--- config.mk ---
export PLATFORM = sky130hd
export DESIGN_NAME = cva6_axi_rd_arbiter
export DESIGN_NICKNAME = d
export VERILOG_FILES = /design/src/rtl/cva6_axi_rd_arbiter.sv
export SDC_FILE = /design/constraint.sdc
export NUM_CORES = 1
export LEC_CHECK = 0
export CORE_ASPECT_RATIO = 1.2
export CORE_UTILIZATION = 24
export DETAILED_ROUTE_END_ITERATION = 8
export GPL_ROUTABILITY_DRIVEN = 0
export PLACE_DENSITY = 0.52
export SLEW_MARGIN = 20
export SYNTH_ARGS = -nofsm -noshare
export SYNTH_HDL_FRONTEND = slang
export SYNTH_SLANG_ARGS = --single-unit
--- constraint.sdc ---
create_clock -name clk_i -period 1.6 [get_ports clk_i]
set_input_delay 0.32 -clock clk_i [delete_from_list [all_inputs] [get_ports clk_i]]
set_output_delay 0.32 -clock clk_i [all_outputs]
set_load 0.01 [all_outputs]
--- src/rtl/cva6_axi_rd_arbiter.sv ---
// cva6_axi_rd_arbiter
// Shares the single AXI shim read channel between two refill requesters:
// port 0 is the I$ refill path, port 1 is the PTW/bypass path. Each port owns
// a one-entry request buffer. One burst is outstanding at a time, and ownership
// alternates round-robin when both ports are waiting. Returning beats are
// routed to the owning port by sel_q alone.
module cva6_axi_rd_arbiter #(
    parameter int unsigned AddrWidth = 64,
    parameter int unsigned DataWidth = 64,
    parameter int unsigned IdWidth   = 4,
    parameter int unsigned BlenWidth = 2
) (
    input  logic                           clk_i,
    input  logic                           rst_ni,
    // requester side
    input  logic [1:0]                     req_i,
    output logic [1:0]                     ack_o,
    input  logic [1:0][AddrWidth-1:0]      addr_i,
    input  logic [1:0][BlenWidth-1:0]      blen_i,
    input  logic [1:0][1:0]                size_i,
    input  logic [1:0][IdWidth-1:0]        id_i,
    output logic [1:0]                     rsp_valid_o,
    output logic                           rsp_last_o,
    output logic [DataWidth-1:0]           rsp_data_o,
    output logic [IdWidth-1:0]             rsp_id_o,
    // shim side
    output logic                           rd_req_o,
    input  logic                           rd_gnt_i,
    output logic [AddrWidth-1:0]           rd_addr_o,
    output logic [BlenWidth-1:0]           rd_blen_o,
    output logic [1:0]                     rd_size_o,
    output logic [IdWidth-1:0]             rd_id_o,
    output logic                           rd_rdy_o,
    input  logic                           rd_valid_i,
    input  logic                           rd_last_i,
    input  logic [DataWidth-1:0]           rd_data_i,
    input  logic [IdWidth-1:0]             rd_id_i,
    // status
    output logic                           busy_o,
    output logic                           stray_o
);

    typedef enum logic [1:0] {
        StIdle,
        StReq,
        StBurst
    } state_e;

    state_e state_q;

    // Port that owns the current request/burst, and the port served last.
    logic sel_q;
    logic last_q;

    // Registered channel handshakes; they track StReq / StBurst exactly.
    logic rd_req_q;
    logic rd_rdy_q;

    // Per-port one-entry request buffers.
    logic [1:0]                buf_vld_q;
    logic [1:0][AddrWidth-1:0] buf_addr_q;
    logic [1:0][BlenWidth-1:0] buf_blen_q;
    logic [1:0][1:0]           buf_size_q;
    logic [1:0][IdWidth-1:0]   buf_id_q;

    logic [1:0] ack;
    logic       gnt;
    logic       winner;
    logic       burst_done;

    // A port is accepted only while its buffer is empty; a buffer being
    // granted in this very cycle still counts as full.
    assign ack = req_i & ~buf_vld_q;

    // rd_req_q is high exactly in StReq, so this is "granted while requesting".
    assign gnt = rd_req_q & rd_gnt_i;

    // rd_rdy_q is high exactly in StBurst.
    assign burst_done = rd_rdy_q & rd_valid_i & rd_last_i;

    // Arbitration: a lone waiter wins; on a tie the port not served last wins.
    always_comb begin
        winner = buf_vld_q[1];
        if (&buf_vld_q) begin
            winner = ~last_q;
        end
    end

    // Request buffers: capture on ack, release when the owning request is granted.
    always_ff @(posedge clk_i) begin
        if (!rst_ni) begin
            buf_vld_q  <= '0;
            buf_addr_q <= '0;
            buf_blen_q <= '0;
            buf_size_q <= '0;
            buf_id_q   <= '0;
        end else begin
            for (int i = 0; i < 2; i++) begin
                if (ack[i]) begin
                    buf_vld_q[i]  <= 1'b1;
                    buf_addr_q[i] <= addr_i[i];
                    buf_blen_q[i] <= blen_i[i];
                    buf_size_q[i] <= size_i[i];
                    buf_id_q[i]   <= id_i[i];
                end else if (gnt && (int'(sel_q) == i)) begin
                    buf_vld_q[i]  <= 1'b0;
                end
            end
        end
    end

    // Channel FSM with registered request/ready outputs.
    always_ff @(posedge clk_i) begin
        if (!rst_ni) begin
            state_q  <= StIdle;
            sel_q    <= 1'b0;
            last_q   <= 1'b1;
            rd_req_q <= 1'b0;
            rd_rdy_q <= 1'b0;
        end else begin
            case (state_q)
                StIdle: begin
                    if (|buf_vld_q) begin
                        state_q  <= StReq;
                        sel_q    <= winner;
                        rd_req_q <= 1'b1;
                    end
                end
                StReq: begin
                    if (rd_gnt_i) begin
                        state_q  <= StBurst;
                        rd_req_q <= 1'b0;
                        rd_rdy_q <= 1'b1;
                    end
                end
                StBurst: begin
                    if (burst_done) begin
                        state_q  <= StIdle;
                        last_q   <= sel_q;
                        rd_rdy_q <= 1'b0;
                    end
                end
                default: begin
                    state_q  <= StIdle;
                    rd_req_q <= 1'b0;
                    rd_rdy_q <= 1'b0;
                end
            endcase
        end
    end

    // Issued request comes straight from the owning buffer, so it holds until grant.
    assign rd_req_o  = rd_req_q;
    assign rd_addr_o = buf_addr_q[sel_q];
    assign rd_blen_o = buf_blen_q[sel_q];
    assign rd_size_o = buf_size_q[sel_q];
    assign rd_id_o   = buf_id_q[sel_q];
    assign rd_rdy_o  = rd_rdy_q;

    // Beat routing: only the owning port sees valid, and only during a burst.
    always_comb begin
        rsp_valid_o        = '0;
        rsp_valid_o[sel_q] = rd_rdy_q & rd_valid_i;
    end

    // Shared response fields pass through untouched; rd_id_i is not checked.
    assign rsp_last_o = rd_last_i;
    assign rsp_data_o = rd_data_i;
    assign rsp_id_o   = rd_id_i;

    assign ack_o   = ack;
    assign busy_o  = (state_q != StIdle) | (|buf_vld_q);
    // Beats arriving while not ready are dropped and flagged.
    assign stray_o = rd_valid_i & ~rd_rdy_q;

endmodule

==> results.md <==
* P&R area growth vs syn at 49.01%
* Top_reg_cell synth: dfxtp_1
* CTS max path bufs at 2
* Clock slew at reported path FFs at ~0.060 ns
* Fillers at 3114
* Root Driver: clkbuf_16
* Synth async-reset ratio at 0
* Sw Pwr at between 0.002 and 0.003 W
* RR Startpoint: buf_vld_q[0]
* FF+latch area at 3052 um^2
* Post-synthesis sequential area ratio at 0.4081
* Hold-fix buffers, CTS at 0
* Final Hold Fails at 0
* Final Max Tran Viols at 0
* Initial core utilization at 0.2447
* Total power at 0.01064 W
* Routed Wire Length at around 23000 um
* Reg2reg end: buf_addr_q[27]
* FMAX at a little over 500 MHz
* Initial antenna violation count at 2
* Worst min path class: input port to flop
* Status: finished with violations
* Post-synth EDFFs at 0
* Post-Syn Instances at 817
* Rows at 70
* Leak at around 4.4 nW
* Critical path startpoint category: flop
* Leading cell types in the layout, fill and taps excluded: 293 x nand2_1, 149 x dfxtp_1, 148 x clkdlybuf4s50_1
* Tightest Pin Transition at 0.5149 ns
* Fin util at 0.3646
* Drt via density at between 4 and 5
* Via count at slightly below 6000
* Setup WS post-layout at -0.3799 ns
* Combinational group share of total power at 0.208
* Slew HR at 0.6568
* Mapped cell area at 7457 um^2
* Ys Warns at 0
* Die Area at around 32000 um^2
* TritonCTS clock tree: done
* HP Start: rst_ni
* Syn Area/Cell at between 9 and 10 um^2
* Vias in the first global route at between 5000 and 6000
* Number of synthesized register bits at between 150 and 200
* Int Pwr at ~0.008 W
* Commonest non-fill, non-tap cell in the layout: nand2_1
* Layout cell share with drive strength beyond 1 at 0.3233
* Crit end category: output pin
* Pin count of the biggest net entering global routing at 64
* Final period util at 1.237
* Die Y at 195.1 um
* Post-layout minimum cycle time at a little under 2 ns
* WHS Path Cells at 3
* Worst VDD drop at ~500 uV
* DR WL/cell at between 15 and 20 um
* IO Port Bufs at about 230
* Clk pwr share at 0.403
* Core area at approximately 30000 um^2
* Sw Ratio at 0.2488
* Unrepaired setup endpoints after global routing: true
* Max-cap violations at 0
* CTS Buf Count at 17
* Power Density at 957.9 nW/um^2
* I/O Pins at ~370
* Critical path type: flop to output pin
* Post-synthesis cell type count at 27
* Multi-input logic area at approximately 3700 um^2
* Global-route wire length before repair at around 33000 um
* Share of power burned in registers at 0.388
* CP arrival at ~1.7 ns
* DRC Markers at 0
* Nets at roughly 1200
* Global route overflow at 0
* Overall routing resource usage at 0.1379
* Failing checks: negative setup slack
* Setup TNS Final at -22.75 ns
* Reg2Reg Setup Slack at around 0.17 ns
* Worst Path Max Fanout at 6
* Routed Antenna Nets at 0
* Worst EP required at 1.28 ns
* Worst Hold Path EP: last_q
* Die width at between 150 and 200 um
* Final setup viols at 74
* H-tree levels at 4
* Worst Reg-to-Reg Cells at 5
* Syn nets at roughly 1000
* Pre-Repair DR Iteration Count at 4
* DP Wirelength at 14420 um
* Final clock skew at a little over 0.008 ns
* Clock sinks at around 150
* Clk_lat worst skew at approximately 0.42 ns
* DR iter-0 viols at 232
-- power by group through the flow --
stage	combinational, W	clock [W]	sequential (W)
floorplan	0.00113	0	0.00418
global route	0.00239	0.00463	0.00416
global placement	0.00184	0	0.00420
finish	0.00222	0.00429	0.00413
detailed placement	0.00185	0	0.00421
CTS	0.00195	0.00443	0.00413
-- kinds of logic (layout without fill, tap and decap cells) --
group                  count (synthesis)  in the layout  share of synthesized area
muxes                                 72             72                     0.1087
AOI/OAI and AO/OA                    158            158                     0.1928
buffers and inverters                127            337                     0.1322
and+or+nand+nor                      308            308                     0.1582
other                                  0              1                          0
DFF                                  152            152                     0.4081
-- state kept, by name (all words and copies together), names as in the netlist --
signal,flops
buf_size_q,4
last_q,1
buf_id_q,8
rd_req_o,1
state_q,2
sel_q,1
rd_rdy_o,1
buf_blen_q,4
buf_addr_q,128
buf_vld_q,2
-- synthesized netlist by cell type, types with 2 or more instances --
| master | number | area, um^2 |
|---|---|---|
| a21boi_0 | 5 | 37.54 |
| a21boi_1 | 70 | 525.5 |
| a21boi_2 | 70 | 788.3 |
| a41oi_1 | 2 | 17.52 |
| and3_1 | 2 | 12.51 |
| buf_2 | 10 | 50.05 |
| buf_4 | 76 | 570.6 |
| buf_6 | 16 | 180.2 |
| buf_8 | 7 | 105.1 |
| clkbuf_1 | 15 | 56.30 |
| dfxtp_1 | 152 | 3043 |
| mux2_2 | 72 | 810.8 |
| nand2_1 | 293 | 1100 |
| nand2b_1 | 3 | 18.77 |
| nor2_1 | 6 | 22.52 |
| o21a_1 | 2 | 15.01 |
| o21ai_0 | 6 | 30.03 |
-- critical path, stage by stage, from the launching register on --
cell       delay, ns
dfxtp_4         0.40
buf_12          0.16
clkbuf_16       0.17
buf_6           0.10
mux2_4          0.29
buf_6           0.13
-- area by class of cell --
type / count / share of cell area
clock inverters: 5 / 0.007319
clock buffers: 25 / 0.04921
well taps: 396 / 0.04459
diodes: 1 / 0.0002252
inverters: 3 / 0.002139
flip-flops and latches: 152 / 0.2746
multi-input cells: 538 / 0.3297
repair buffers: 304 / 0.2922
-- layer usage --
metal | vias to the layer above | GRT usage | part of all wire
met2 | 163 | 0.2359 | 0.48
met4 | 0 | 0.04950 | 0.016
met5 | - | 0 | 0
met1 | 2777 | 0.1609 | 0.44
li1 | 2992 | - | -
met3 | 27 | 0.04142 | 0.060
-- what timing repair did --
| action | CTS | global route |
|---|---|---|
| buffers inserted | 10 | 30 |
| resized for setup | 307 | 155 |
| endpoints found under the setup margin | 81 | 78 |
| pin swaps | 1 | 0 |
| cloned | 3 | 4 |
-- worst max-delay path by stage --
stage | slack (ns) | to | from
detailed placement | -0.31 | ack_o[0] | req_i[0]
CTS | -0.50 | rd_addr_o[46] | sel_q
floorplan | 0.20 | rd_addr_o[10] | sel_q
global placement | -0.31 | ack_o[0] | req_i[0]
global route | -0.46 | rd_addr_o[53] | sel_q
finish | -0.38 | rd_addr_o[42] | sel_q
-- metrics by stage --
step	area [um^2]	cells	worst slack, ns	hold slack, ns
6_report	11110	1424	-0.3799	0.4212
5_1_grt	11110	1423	-0.4643	0.4114
4_1_cts	10460	1390	-0.4982	0.3684
3_5_place_dp	9622	1347	-0.3113	0.4417
3_3_place_gp	9622	1347	-0.3077	0.4371
2_1_floorplan	7457	817	0.1952	0.4316
No activity file was read; power rests on OpenSTA's default activity.
==> edit: new RTL, same flow settings <==
Change the parameter `DataWidth` from 64 to 128.
--- a/src/rtl/cva6_axi_rd_arbiter.sv
+++ b/src/rtl/cva6_axi_rd_arbiter.sv
@@ -6,7 +6,7 @@
 // routed to the owning port by sel_q alone.
 module cva6_axi_rd_arbiter #(
     parameter int unsigned AddrWidth = 64,
-    parameter int unsigned DataWidth = 64,
+    parameter int unsigned DataWidth = 128,
     parameter int unsigned IdWidth   = 4,
     parameter int unsigned BlenWidth = 2
 ) (
Interface: changed (resized rd_data_i and rsp_data_o); port bits go from 368 to 496. No check against the original RTL was run, so the function may have changed too.
==> edit against the original RTL <==
- the flow still finishes with violations (setup timing)
- combinational power decreased by 2%
- cell area fell by 0.40%
- count of clock-buffer cells in the layout is 6 lower
- sequential share of layout area is 0.11 points higher
- sequential cell count unchanged
- final cell count decreased by 0.91%
- power grew 2.7%
- maximum frequency increased by 2.0%
- worst setup slack better by 0.039 ns
- global-route usage increased by 1.0 points
- synthesized area is 6.4% higher
- wire length up 7.4%
- critical path type unchanged
- critical endpoint is now rd_addr_o[34]
- highest routed layer unchanged
==> edit: results (changes against the original RTL) <==
WHS Endpoint=last_q$_SDFFE_PN1P_ (unchanged); via count=6100 (was 5959); All-Layer GR Usage=14.8% (was 13.8%); flop2flop setup slack=0.18 ns; Worst VDD drop=0.684 mV (was 0.493 mV); distinct cell type count after synthesis=27 (unchanged); hold path cells=2 (was 3); first drt pass iteration count=4 (unchanged); largest registers=buf_addr_q x128, buf_id_q x8 (unchanged); Max clock buf depth=2 (unchanged); Max H-tree Level=4 (unchanged); Max Slew Vio Count=0 (unchanged); per-cell routed wire length=17.4 um (was 16.0 um); Most used DFF post-synth=dfxtp_1 (unchanged); cell family with most CP delay=buffers and inverters (unchanged); run status=complete, but fails checks (unchanged); DR iter-0 viols=197 (was 232); Detail Placement HPWL=16400 um (was 14400 um); Final Non-Filler Cells=1411 (was 1424); Register-to-Register Path Depth=5 (unchanged); FILL cells=3359 (was 3114); Routed Antenna Nets=0 (unchanged); hold_sp=rst_ni (unchanged); Syn. warnings=0 (unchanged); reg-to-reg critical path startpoint=buf_vld_q[0]$_SDFFE_PN0P_ (unchanged); Final #Nets=1274 (was 1235); vias in the first global route=6370 (was 5976); Clock Tree Root=clkbuf_16 (unchanged); mean area per synthesized cell=9.01 um^2 (was 9.13 um^2); first-pass GRT wire length=37200 um (was 33300 um); Synth area leaders=dfxtp_1 38%, nand2_1 14%, buf_4 13%, mux2_2 10%, a21boi_2 9.9% (was dfxtp_1 41%, nand2_1 15%, mux2_2 11%, a21boi_2 11%, buf_4 7.7%); critical path's largest stage delay=0.37 ns (was 0.40 ns); CTS Buf Count=17 (unchanged); leakage=4.35 nW (was 4.43 nW); slowest stage cell on the critical path=dfxtp_4 (unchanged); share of layout cells above drive strength 1=31.0% (was 32.3%); failing checks=setup timing (unchanged); largest net degree at the start of global routing=54 (was 64); CTS clk-pin slew, worst paths=0.06 ns (about the same); initial antenna violation count=0 (was 2); ys async rst share=0% (unchanged); pre-CTS WS=-0.426 ns (was -0.311 ns); setup_tns=-19.44 ns (was -22.75 ns); Clock Skews=0.00927 ns (was 0.00831 ns); class of the worst hold path=in -> reg (unchanged); Antenna Cells=0 (was 1); Seq/Total Area, Yosys=38.3% (was 40.8%); synthesized net count=1164 (was 1036); PortBufs=231 (unchanged); Worst Tran Pin Value=0.506 ns (was 0.515 ns); top cells by count, synth=293 x nand2_1, 152 x dfxtp_1, 140 x buf_4 (was 293 x nand2_1, 152 x dfxtp_1, 76 x buf_4); FF-to-FF End=buf_size_q[0]$_SDFFE_PN0P_ (was buf_addr_q[27]$_SDFFE_PN0P_); worst-skew pair later-pin latency=0.43 ns; CP max FO=5 (was 6); Final Setup Violations=74 (unchanged); # placed instances=1363 (was 1347); final worst slack=-0.341 ns (was -0.380 ns); crit path DAT=1.62 ns (was 1.66 ns)
[edit: kinds of logic after synthesis]
kind of cell	synth area share, %
flip-flops	38.3
AND/OR/NAND/NOR	14.9
multiplexers	10.2
buffers and inverters	18.5
AO/OA/AOI/OAI	18.1
[edit: per-layer routing]
layer	GRT usage [%]	wire length (um)	vias to the layer above
met5	0	0	-
met2	26.3	12500	186
met4	9.34	1240	0
met3	3.72	1360	114
met1	15.6	9420	2855
li1	-	-	2945
[edit: worst max-delay path by stage]
stage | from | to | slack, ns | depth (start not counted)
3_3_place_gp | rd_valid_i | rsp_valid_o[1] | -0.40 | 5
5_1_grt | sel_q$_SDFFE_PN0P_ | rd_blen_o[1] | -0.41 | 5
3_5_place_dp | rd_valid_i | rsp_valid_o[1] | -0.43 | 5
4_1_cts | sel_q$_SDFFE_PN0P_ | rd_addr_o[12] | -0.42 | 5
6_report | sel_q$_SDFFE_PN0P_ | rd_addr_o[34] | -0.34 | 5
2_1_floorplan | sel_q$_SDFFE_PN0P_ | rd_addr_o[10] | 0.20 | 3
[edit: cell type report]
class,instances,area (um^2),share of cell area [%]
inverters,3,26.3,0.237
repair buffers,279,3090,27.9
well taps,407,509,4.60
clock inverters,13,215,1.94
multi-input cells,538,3720,33.7
clock buffers,19,453,4.09
flip-flops and latches,152,3050,27.6
[edit: metrics by stage]
stage	util, %	area, um^2	hold WS (ns)	total power, mW
after CTS	34.0	11000	0.243	11.1
after detailed placement	29.9	9710	0.441	6.10
after floorplan	-	7940	0.432	5.47
after global routing	34.1	11100	0.273	11.5
final	34.1	11100	0.272	10.9
after global placement	29.9	9710	0.437	6.09
[edit: worst register-to-register path, cell delays in order (launching register included)]
cell,delay [ns]
dfxtp_2,0.34
nand2b_4,0.15
buf_4,0.13
buf_4,0.42
nand2_1,0.17
a21boi_2,0.15
[edit: what timing repair did]
action                                  in CTS  in global routing
pin swaps                                    1                  1
hold buffers                                 0                  0
resized for setup                          459                 44
cloned                                       7                  0
setup buffers                               12                  2
endpoints found under the setup margin      81                 75
[edit: where the power goes]
part	internal [mW]	switching, mW	total [mW]	leakage (nW)
registers	4.01	0.118	4.13	1.25
clock network	2.88	1.76	4.63	0.325
logic	1.28	0.896	2.17	2.77
